### config.mk
export PLATFORM = sky130hd
export DESIGN_NAME = vend_port_arbiter
export DESIGN_NICKNAME = d
export VERILOG_FILES = /design/src/rtl/vend_pkg.sv /design/src/rtl/vend_rr_pick.sv /design/src/rtl/vend_port_arbiter.sv
export SDC_FILE = /design/constraint.sdc
export NUM_CORES = 1
export LEC_CHECK = 0
export ABC_AREA = 1
export BUFFER_PORTS_ARGS = -buffer_cell sky130_fd_sc_hd__buf_2
export CAP_MARGIN = 30
export CORE_AREA = 2 2 65 67
export DETAILED_ROUTE_END_ITERATION = 8
export DIE_AREA = 0 0 67 69
export PLACE_DENSITY = 0.75
export SETUP_SLACK_MARGIN = 0.05
export SYNTH_ARGS = -nofsm -noshare
export SYNTH_HDL_FRONTEND = slang
export SYNTH_SLANG_ARGS = --single-unit
### constraint.sdc
create_clock -name clk -period 2 [get_ports clk]
set_clock_uncertainty 0.05 [all_clocks]
set_input_delay 0.4 -clock clk [delete_from_list [all_inputs] [get_ports clk]]
set_output_delay 0.4 -clock clk [all_outputs]
set_load 0.02 [all_outputs]
### src/rtl/vend_pkg.sv
// Shared codes for the vending port arbiter: categories, response status, FSM encoding.
// Also holds the request legality rule used when a panel wins arbitration.
package vend_pkg;

    localparam logic [1:0] CAT_HOT  = 2'b01;
    localparam logic [1:0] CAT_COLD = 2'b10;

    localparam logic [1:0] ST_OK      = 2'b00;
    localparam logic [1:0] ST_REFUSED = 2'b01;
    localparam logic [1:0] ST_INVALID = 2'b10;
    localparam logic [1:0] ST_TIMEOUT = 2'b11;

    typedef enum logic [2:0] {
        S_IDLE  = 3'd0,
        S_ISSUE = 3'd1,
        S_WAIT  = 3'd2,
        S_RESP  = 3'd3,
        S_HOLD  = 3'd4
    } arb_state_t;

    function automatic logic req_legal(input logic [1:0] cat,
                                       input logic [3:0] choice,
                                       input logic [3:0] max_choice);
        return ((cat == CAT_HOT) || (cat == CAT_COLD)) &&
               (choice != 4'd0) && (choice <= max_choice);
    endfunction

endpackage

### src/rtl/vend_rr_pick.sv
// Combinational round-robin picker: first set request searching upward from rr+1 (mod N).
// Zero latency; no backpressure, the caller decides when to act on the result.
module vend_rr_pick #(
    parameter int N  = 4,
    parameter int IW = $clog2(N)
) (
    input  logic [N-1:0]  req,
    input  logic [IW-1:0] rr,
    output logic [N-1:0]  win,
    output logic [IW-1:0] idx,
    output logic          any
);

    always_comb begin
        idx = '0;
        any = 1'b0;
        for (int i = 1; i <= N; i++) begin
            if (!any && req[IW'((int'(rr) + i) % N)]) begin
                any = 1'b1;
                idx = IW'((int'(rr) + i) % N);
            end
        end
        win = any ? ({{(N-1){1'b0}}, 1'b1} << idx) : '0;
    end

endmodule

### src/rtl/vend_port_arbiter.sv
// Round-robin share of one vending core among N panels; core_start one cycle after req is sampled.
// Owner keeps grant until it drops req; other panels simply wait, nothing is preempted.
module vend_port_arbiter
    import vend_pkg::*;
#(
    parameter int N_PORTS     = 4,
    parameter int TIMEOUT_CYC = 1023,
    parameter int MAX_CHOICE  = 9
) (
    input  logic                 clk,
    input  logic                 reset,
    input  logic [N_PORTS-1:0]   req,
    input  logic [2*N_PORTS-1:0] req_cat,
    input  logic [4*N_PORTS-1:0] req_choice,
    output logic [N_PORTS-1:0]   grant,
    output logic [N_PORTS-1:0]   done,
    output logic [1:0]           rsp_status,
    output logic                 core_start,
    output logic [1:0]           core_cat,
    output logic [3:0]           core_choice,
    input  logic                 core_done,
    input  logic                 core_ok,
    output logic                 busy,
    output logic                 timeout_err
);

    localparam int IW = $clog2(N_PORTS);
    localparam int CW = $clog2(TIMEOUT_CYC + 1);

    arb_state_t state_q, state_d;

    logic [IW-1:0]      owner_q;
    logic [IW-1:0]      rr_q;
    logic [1:0]         cat_q;
    logic [3:0]         choice_q;
    logic [1:0]         status_q;
    logic [CW-1:0]      cnt_q;

    logic [N_PORTS-1:0] pick_win;
    logic [IW-1:0]      pick_idx;
    logic               pick_any;
    logic [1:0]         sel_cat;
    logic [3:0]         sel_choice;
    logic               pick_legal;
    logic               at_limit;
    logic               owner_req;
    logic [N_PORTS-1:0] owner_oh;

    vend_rr_pick #(.N(N_PORTS), .IW(IW)) u_pick (
        .req (req),
        .rr  (rr_q),
        .win (pick_win),
        .idx (pick_idx),
        .any (pick_any)
    );

    always_comb begin
        sel_cat    = '0;
        sel_choice = '0;
        for (int i = 0; i < N_PORTS; i++) begin
            if (pick_win[i]) begin
                sel_cat    = req_cat[2*i +: 2];
                sel_choice = req_choice[4*i +: 4];
            end
        end
    end

    assign pick_legal = req_legal(sel_cat, sel_choice, 4'(MAX_CHOICE));
    assign at_limit   = (cnt_q == CW'(TIMEOUT_CYC));
    assign owner_req  = req[owner_q];
    assign owner_oh   = {{(N_PORTS-1){1'b0}}, 1'b1} << owner_q;

    always_ff @(posedge clk) begin
        if (reset) begin
            state_q <= S_IDLE;
        end else begin
            state_q <= state_d;
        end
    end

    always_comb begin
        state_d = state_q;
        case (state_q)
            S_IDLE:  if (pick_any) state_d = pick_legal ? S_ISSUE : S_RESP;
            S_ISSUE: state_d = S_WAIT;
            S_WAIT:  if (core_done || at_limit) state_d = S_RESP;
            S_RESP:  state_d = S_HOLD;
            S_HOLD:  if (!owner_req) state_d = S_IDLE;
            default: state_d = S_IDLE;
        endcase
    end

    // Status is captured on the way into RESP and held until the owner lets go.
    always_ff @(posedge clk) begin
        if (reset) begin
            owner_q  <= '0;
            rr_q     <= IW'(N_PORTS - 1);
            cat_q    <= '0;
            choice_q <= '0;
            status_q <= ST_OK;
            cnt_q    <= '0;
        end else begin
            case (state_q)
                S_IDLE: begin
                    if (pick_any) begin
                        owner_q  <= pick_idx;
                        cat_q    <= sel_cat;
                        choice_q <= sel_choice;
                        if (!pick_legal) status_q <= ST_INVALID;
                    end
                end
                S_ISSUE: cnt_q <= '0;
                S_WAIT: begin
                    if (core_done) begin
                        status_q <= core_ok ? ST_OK : ST_REFUSED;
                    end else if (at_limit) begin
                        status_q <= ST_TIMEOUT;
                    end else begin
                        cnt_q <= cnt_q + CW'(1);
                    end
                end
                S_HOLD: begin
                    if (!owner_req) begin
                        rr_q     <= owner_q;
                        status_q <= ST_OK;
                    end
                end
                default: ;
            endcase
        end
    end

    always_comb begin
        grant       = '0;
        done        = '0;
        core_start  = 1'b0;
        timeout_err = 1'b0;
        busy        = (state_q != S_IDLE);
        case (state_q)
            S_ISSUE: begin
                grant      = owner_oh;
                core_start = 1'b1;
            end
            S_WAIT: begin
                grant       = owner_oh;
                timeout_err = at_limit && !core_done;
            end
            S_RESP: begin
                grant = owner_oh;
                done  = owner_oh;
            end
            S_HOLD:  grant = owner_oh;
            default: ;
        endcase
    end

    assign rsp_status  = status_q;
    assign core_cat    = cat_q;
    assign core_choice = choice_q;

endmodule
==> run_results.csv, run 1 <==
group,metric,value,unit
sta,setup_slack,-0.444,ns
power,intPower,1.68,mW
placed_design,dp_hpwl,3.64,mm
synthesis,synth.yosys.seq_area_share,28.4,%
power,power_frac_comb,66.5,%
routing,drc,0,
global_routing,grt_pass1_vias,2014,
sta,finalSetupViolCount,10,
cts,cts_root_buf,"clkbuf_8",
floorplan,die_x,67,µm
sta,final_max_slew_viol_count,0,
power,p_clk_share,10.1,%
cts,clock_tree.buffer_depth,2,
worst_setup_path,critPathKind,"reg -> reg",
worst_setup_path,worstSetupStartpointType,"flop",
floorplan,die_area,0.00462,mm²
floorplan,core,0.00391,mm²
sta,min_period,2.44,ns
run,drv_cap,0,
sta,min_period_over_period,122,%
synthesis,ys_warn_count,0,
final_layout,antennaDiodeCount,0,
power,power_density,1100,mW/mm²
routing,drt_iter0_markers,94,
global_routing,grt_usage,21.6,%
sta,finalHoldViolCount,0,
power,p_seq_share,23.4,%
worst_setup_path,worstPathRequired,2.13,ns
placed_design,io_buffers,50,
worst_setup_path,crit_chain,"buf_12 -> nand2_2 -> nand2_2 -> nand2_2 -> nand2_4 -> nor2_1 -> nand2_1 -> nand3_2 -> nor2_4 -> nor2_4 -> inv_2 -> or2_1 -> nand2_2 -> nand3_1 -> nand2_2 -> nand3_1 -> nand2_1 -> nand2_1 -> nand2_1 -> a21oi_2",
routing,antenna_left,0,
routing,wirelength,5.52,mm
worst_setup_path,crit_path_max_fanout,5,
global_routing,grt.overflow.total,0,
routing,wl_per_cell,12.5,µm
sta,worst_pin_slew,0.324,ns
final_layout,syn_to_final_growth,61.4,%
floorplan,num_io_pins,51,
cts,insertion_delay,0.27,ns
power,swShare,46.3,%
cts,cts_hold_buffers,0,
worst_setup_path,critical_path.top_delay_family,"simple AND/OR/NAND/NOR gates",
final_layout,drive_gt1_share,50.3,%
final_layout,final_nets,424,
global_routing,antenna_found_initial,0,
power,p_switching,1.45,mW
worst_setup_path,worst-path-buf-inv,2,
worst_setup_path,critPathCaptureType,"flop",
synthesis,synth_cells,280,
cts,cts_tree,"done",
hold_path,hp-class,"in -> reg",
cts,h-tree-depth,1,
worst_setup_path,crit_path_frequent_cell,"nand2_2",
final_layout,fillCellCount,293,
sta,whs,0.290,ns
routing,dr.pass1.iters,4,
power,p_leak,1.46,nW
synthesis,netlist_area,0.00176,mm²
power,ir_drop,790,µV
global_routing,grt_pass1_wl,8.20,mm
outcome,status,"complete, but fails checks",
floorplan,placement_rows,23,
worst_setup_path,r2r_slack,-0.44,ns
synthesis,avgSynthCellArea,6.30,µm²
routing,viasPerCell,5.23,
synthesis,synth-seq-cells,25,
outcome,violations,"negative setup slack",
cts,cts-buffers-inserted,3,
worst_setup_path,crit_path_top_delay_cell,"dfxtp_4",
cts,clock_sinks,25,
routing,vias,2299,
worst_setup_path,arrival,2.57,ns
sta,slew_headroom,78.3,%
placed_design,place_congestion,0.861,
placed_design,pre_cts_slack,-0.410,ns
floorplan,start_util,45.1,%
synthesis,synth_cell_types,34,
cts,clk_pin_slew_worst_paths,0.09,ns
synthesis,syn_nets,313,
worst_setup_path,slowest_delay,0.38,ns
sta,max_freq,0.409,GHz
sta,rsz0062_at_grt,"true",
global_routing,grt_max_degree,17,
floorplan,die_height,69,µm
[power groups by stage]
stage / combinational (mW) / sequential, mW / clock (mW)
finish: 2.08 / 0.732 / 0.318
global placement: 1.57 / 0.715 / 0
global route: 2.26 / 0.748 / 0.340
detailed placement: 1.60 / 0.716 / 0
CTS: 1.76 / 0.718 / 0.323
floorplan: 0.927 / 0.785 / 0
[cell usage after synthesis, drive strengths merged]
cell / instances / area [µm²]
dfxtp: 25 / 500
a21o: 1 / 7.51
o221ai: 1 / 8.76
and2: 1 / 8.76
nor2: 32 / 143
inv: 43 / 161
o31ai: 1 / 7.51
o211ai: 2 / 15.0
buf: 6 / 55.1
nand4: 15 / 106
nor3: 10 / 50.1
and3: 1 / 6.26
nand2: 67 / 279
ha: 1 / 12.5
o21ai: 18 / 90.1
o211a: 1 / 10.0
o311a: 1 / 10.0
nand3: 34 / 180
a21boi: 1 / 7.51
nor4: 1 / 6.26
clkbuf: 1 / 3.75
a221oi: 1 / 8.76
or2: 2 / 12.5
a21oi: 14 / 73.8
[cells by family (layout without fill, tap and decap cells)]
family	count (synthesis)	in the layout	share of synthesized area (%)
simple gates	163	164	44.9
buf+inv	50	159	12.5
compound gates	41	41	13.5
flops	25	25	28.4
fa+ha+maj	1	1	0.709
[per-stage QoR]
stage	area (µm²)	std cells	TNS, ns	power, mW	utilization (%)
2_1_floorplan	1770	280	-0.213	1.71	-
3_3_place_gp	2370	417	-1.53	2.29	60.6
3_5_place_dp	2370	417	-1.68	2.31	60.6
4_1_cts	2590	431	-1.38	2.80	66.3
5_1_grt	2850	440	-3.79	3.35	72.8
6_report	2850	440	-2.39	3.13	72.8
[state kept, by name, indices dropped and copies added (netlist names)]
name         cells
cnt_q           10
core_choice      4
state_q          3
core_cat         2
owner_q          2
rr_q             2
rsp_status       2
[routing by layer]
| layer | vias to the layer above | track usage, % | share of wire (%) |
|---|---|---|---|
| li1 | 1155 | - | - |
| met1 | 1049 | 26.1 | 42 |
| met2 | 83 | 38.7 | 52 |
| met3 | 12 | 4.08 | 4.5 |
| met4 | 0 | 4.31 | 1.6 |
| met5 | - | 0 | 0 |
[repair_timing]
| action | in CTS | in global routing |
|---|---|---|
| buffers inserted | 10 | 7 |
| setup endpoints to repair | 18 | 21 |
| gates resized for setup | 28 | 60 |
| gates cloned | 0 | 2 |
| pin swaps | 11 | 21 |
[cells in the final DEF, fill, tap and decap left out, types with 2 or more instances in the layout]
cell      netlist  layout
nand3_1        32      25
dfxtp_4         0       2
buf_6           4       7
nand3_2         2       9
nor3_1         10       7
o21ai_0        15      10
nand2_1        58      44
inv_4           0       4
inv_1          38      31
o21ai_2         0       3
nor2_4          3       8
nor3_4          0       2
o21ai_1         3       5
or2_1           1       2
clkbuf_8        0       3
o211ai_1        2       2
nand4_1        13      13
inv_2           5       8
nand2_2         8      18
dfxtp_1        25      19
buf_4           0      58
nand2_4         1       5
dfxtp_2         0       4
nor2_2          0       8
a21oi_1        13      11
nor2_1         29      17
a21oi_2         1       3
buf_2           2      45
[final cells by class]
cell class	count	area (µm²)	share of cell area (%)
well taps	50	62.6	2.20
clock buffers	3	41.3	1.45
inverters	43	171	6.02
multi-input cells	206	1270	44.5
repair buffers	112	785	27.5
clock inverters	1	8.76	0.308
flip-flops and latches	25	513	18.0
[worst paths after layout]
kind                          from                      end  cells past startpoint
max           rr_q[0]$_SDFFE_PP1P_  state_q[1]$_SDFFE_PP0P_                     20
min                          reset  state_q[1]$_SDFFE_PP0P_                      2
max reg2reg   rr_q[0]$_SDFFE_PP1P_  state_q[1]$_SDFFE_PP0P_                     20
min reg2reg  cnt_q[3]$_SDFFE_PP0P_    cnt_q[3]$_SDFFE_PP0P_                      1
Power figures use the tool's default switching activity.
==> run 2, diff against run 1 <==
CORE_AREA = 2 2 62 64   (was 2 2 65 67)
DIE_AREA = 0 0 64 66   (was 0 0 67 69)
PLACE_DENSITY = 0.78   (was 0.75)
SLEW_MARGIN = 0   (was unset)
clock period = 2.4 ns   (was 2 ns; I/O delays follow)
==> run 2 against run 1 <==
Effect of this change: the run still ends with negative setup slack left; global-route usage barely moved; register-to-register slack gained 0.40 ns; setup slack improved by 0.40 ns; largest cell class unchanged; largest power group unchanged.
==> run_results.csv, run 2 (synthesized netlist as in run 1, its figures left out) <==
group,metric,value,unit
outcome,status,"complete, but fails checks",
outcome,violations,"negative setup slack",
sta,setup_slack,-0.0432,ns
final_layout,final_nets,389,
sta,tns,-0.0863,ns
cts,cts_tree,"done",
cts,cts-buffers-inserted,3,
floorplan,die_area,0.00422,mm²
power,power_density,866,mW/mm²
sta,worst_pin_slew,0.593,ns
power,finalPower,2.11,mW
final_layout,largest-register,"cnt_q",
sta,finalSetupViolCount,2,
sta,whs,0.328,ns
cts,clock_sinks,25,
cts,cts_root_buf,"clkbuf_4",
sta,min_period,2.44,ns
cts,h-tree-depth,1,
power,ir_drop,626,µV
routing,vias,2131,
cts,clk_pin_slew_worst_paths,0.13,ns
sta,finalHoldViolCount,0,
worst_setup_path,slowest_delay,0.40,ns
final_layout,largest_reg_flops,10,
sta,max_freq,0.409,GHz
final_layout,antennaDiodeCount,0,
worst_setup_path,crit_path_frequent_cell,"nand3_2",
floorplan,start_util,49.7,%
worst_setup_path,crit_path_top_delay_cell,"dfxtp_4",
floorplan,placement_rows,22,
sta,rsz0062_at_grt,"true",
floorplan,num_io_pins,51,
floorplan,die_height,66,µm
global_routing,grt_pass1_vias,1899,
routing,antenna_left,0,
global_routing,grt_usage,21.6,%
run,drv_cap,0,
global_routing,grt.overflow.total,0,
worst_setup_path,worstSetupStartpointType,"flop",
worst_setup_path,worstPathRequired,2.58,ns
routing,drc,0,
routing,wl_per_cell,12.0,µm
routing,viasPerCell,5.29,
worst_setup_path,critPathKind,"reg -> reg",
global_routing,top_usage_layer,"met2",
power,p_leak,1.26,nW
global_routing,grt.met2_usage,39.3,%
final_layout,mostFrequentLayoutCell,"buf_2",
final_layout,syn_to_final_growth,38.2,%
placed_design,place_congestion,0.871,
placed_design,io_buffers,50,
sta,final_max_slew_viol_count,0,
worst_setup_path,critPathCaptureType,"flop",
cts,cts_hold_buffers,0,
floorplan,die_x,64,µm
placed_design,pre_cts_slack,-0.100,ns
cts,insertion_delay,0.31,ns
hold_path,hp-class,"in -> reg",
placed_design,dp_hpwl,3.40,mm
global_routing,grtUsageMet3,3.07,%
placed_design,dp.cells,387,
sta,min_period_over_period,102,%
worst_setup_path,crit_path_max_fanout,11,
routing,wirelength,4.82,mm
sta,slew_headroom,60.1,%
final_layout,mostFrequentLayoutCells,"buf_2 (51), nand2_1 (46), inv_1 (37), nand3_1 (28)",
global_routing,grt_max_degree,15,
final_layout,drive_gt1_share,38.0,%
global_routing,antenna_found_initial,0,
global_routing,grt_pass1_wl,7.59,mm
worst_setup_path,arrival,2.62,ns
global_routing,met1_usage,26.4,%
worst_setup_path,crit_chain,"inv_6 -> nand2_1 -> nand2_4 -> inv_1 -> o21ai_0 -> nand3_1 -> nand3_2 -> nor2_4 -> nor2_4 -> inv_2 -> or2_1 -> nand2_2 -> nand3_2 -> nand2_4 -> nand4_4 -> nand3_2 -> nand2_1 -> inv_1 -> nor2_1",
routing,dr.pass1.iters,4,
cts,clock_tree.buffer_depth,2,
floorplan,core,0.00355,mm²
routing,drt_iter0_markers,93,
final_layout,fin_cells,403,
-- run 2: cell types whose count changed in the layout (fill, tap and decap cells not counted), moves of 4 or more --
cell / before / now
buf_6: 7 / 2
inv_4: 4 / 0
nor2_1: 17 / 23
nor2_4: 8 / 4
inv_2: 8 / 3
inv_1: 31 / 37
nand2_2: 18 / 10
o21ai_0: 10 / 15
nand2_4: 5 / 11
buf_4: 58 / 23
buf_2: 45 / 51
-- run 2: path summary, 6_finish.rpt --
kind	start	endpoint	slack (ns)	depth (start not counted)
setup reg to reg	rr_q[0]$_SDFFE_PP1P_	rsp_status[0]$_SDFFE_PP0P_	-0.04	19
hold / removal	reset	state_q[1]$_SDFFE_PP0P_	0.33	2
hold reg to reg	rsp_status[1]$_SDFFE_PP0P_	rsp_status[1]$_SDFFE_PP0P_	0.41	2
setup / recovery	rr_q[0]$_SDFFE_PP1P_	rsp_status[0]$_SDFFE_PP0P_	-0.04	19
-- run 2: final cells by class --
class | instances | area, µm²
fillers | 302 | 1110
flip-flops and latches | 25 | 510
clock inverters | 1 | 5.00
well taps | 48 | 60.1
inverters | 43 | 176
clock buffers | 3 | 22.5
multi-input cells | 206 | 1200
repair buffers | 77 | 465
-- run 2: routing by layer --
metal  share of wire (%)  up-vias  wire [µm]
met3                 3.0       10        147
met1                  44      990       2130
met5                   0        -          0
li1                    -     1084          -
met2                  51       47       2470
met4                 1.6        0         77
-- run 2: through the flow --
| stage | util [%] | cell area (µm²) |
|---|---|---|
| 6_report | 68.6 | 2440 |
| 2_1_floorplan | - | 1760 |
| 3_3_place_gp | 60.1 | 2140 |
| 3_5_place_dp | 60.1 | 2140 |
| 5_1_grt | 68.6 | 2440 |
| 4_1_cts | 61.2 | 2170 |
-- run 2: where the power goes --
part           switching (mW)  internal (mW)  total (mW)
combinational           0.813          0.505        1.32
sequential             0.0917          0.519       0.611
clock                   0.119         0.0623       0.182
total                    1.02           1.09        2.11
-- run 2: worst max-delay path, delay by kind of cell (launching register included) --
kind | cells | cell delay, ns
AND/OR/NAND/NOR | 14 | 1.48
buffers and inverters | 4 | 0.24
flip-flops | 1 | 0.40
AO/OA/AOI/OAI | 1 | 0.18
-- run 2: what timing repair did --
item / in CTS / in global routing
cloned: 0 / 2
setup endpoints to repair: 4 / 10
pin swaps: 0 / 32
gates resized for setup: 4 / 55
setup buffers: 0 / 10
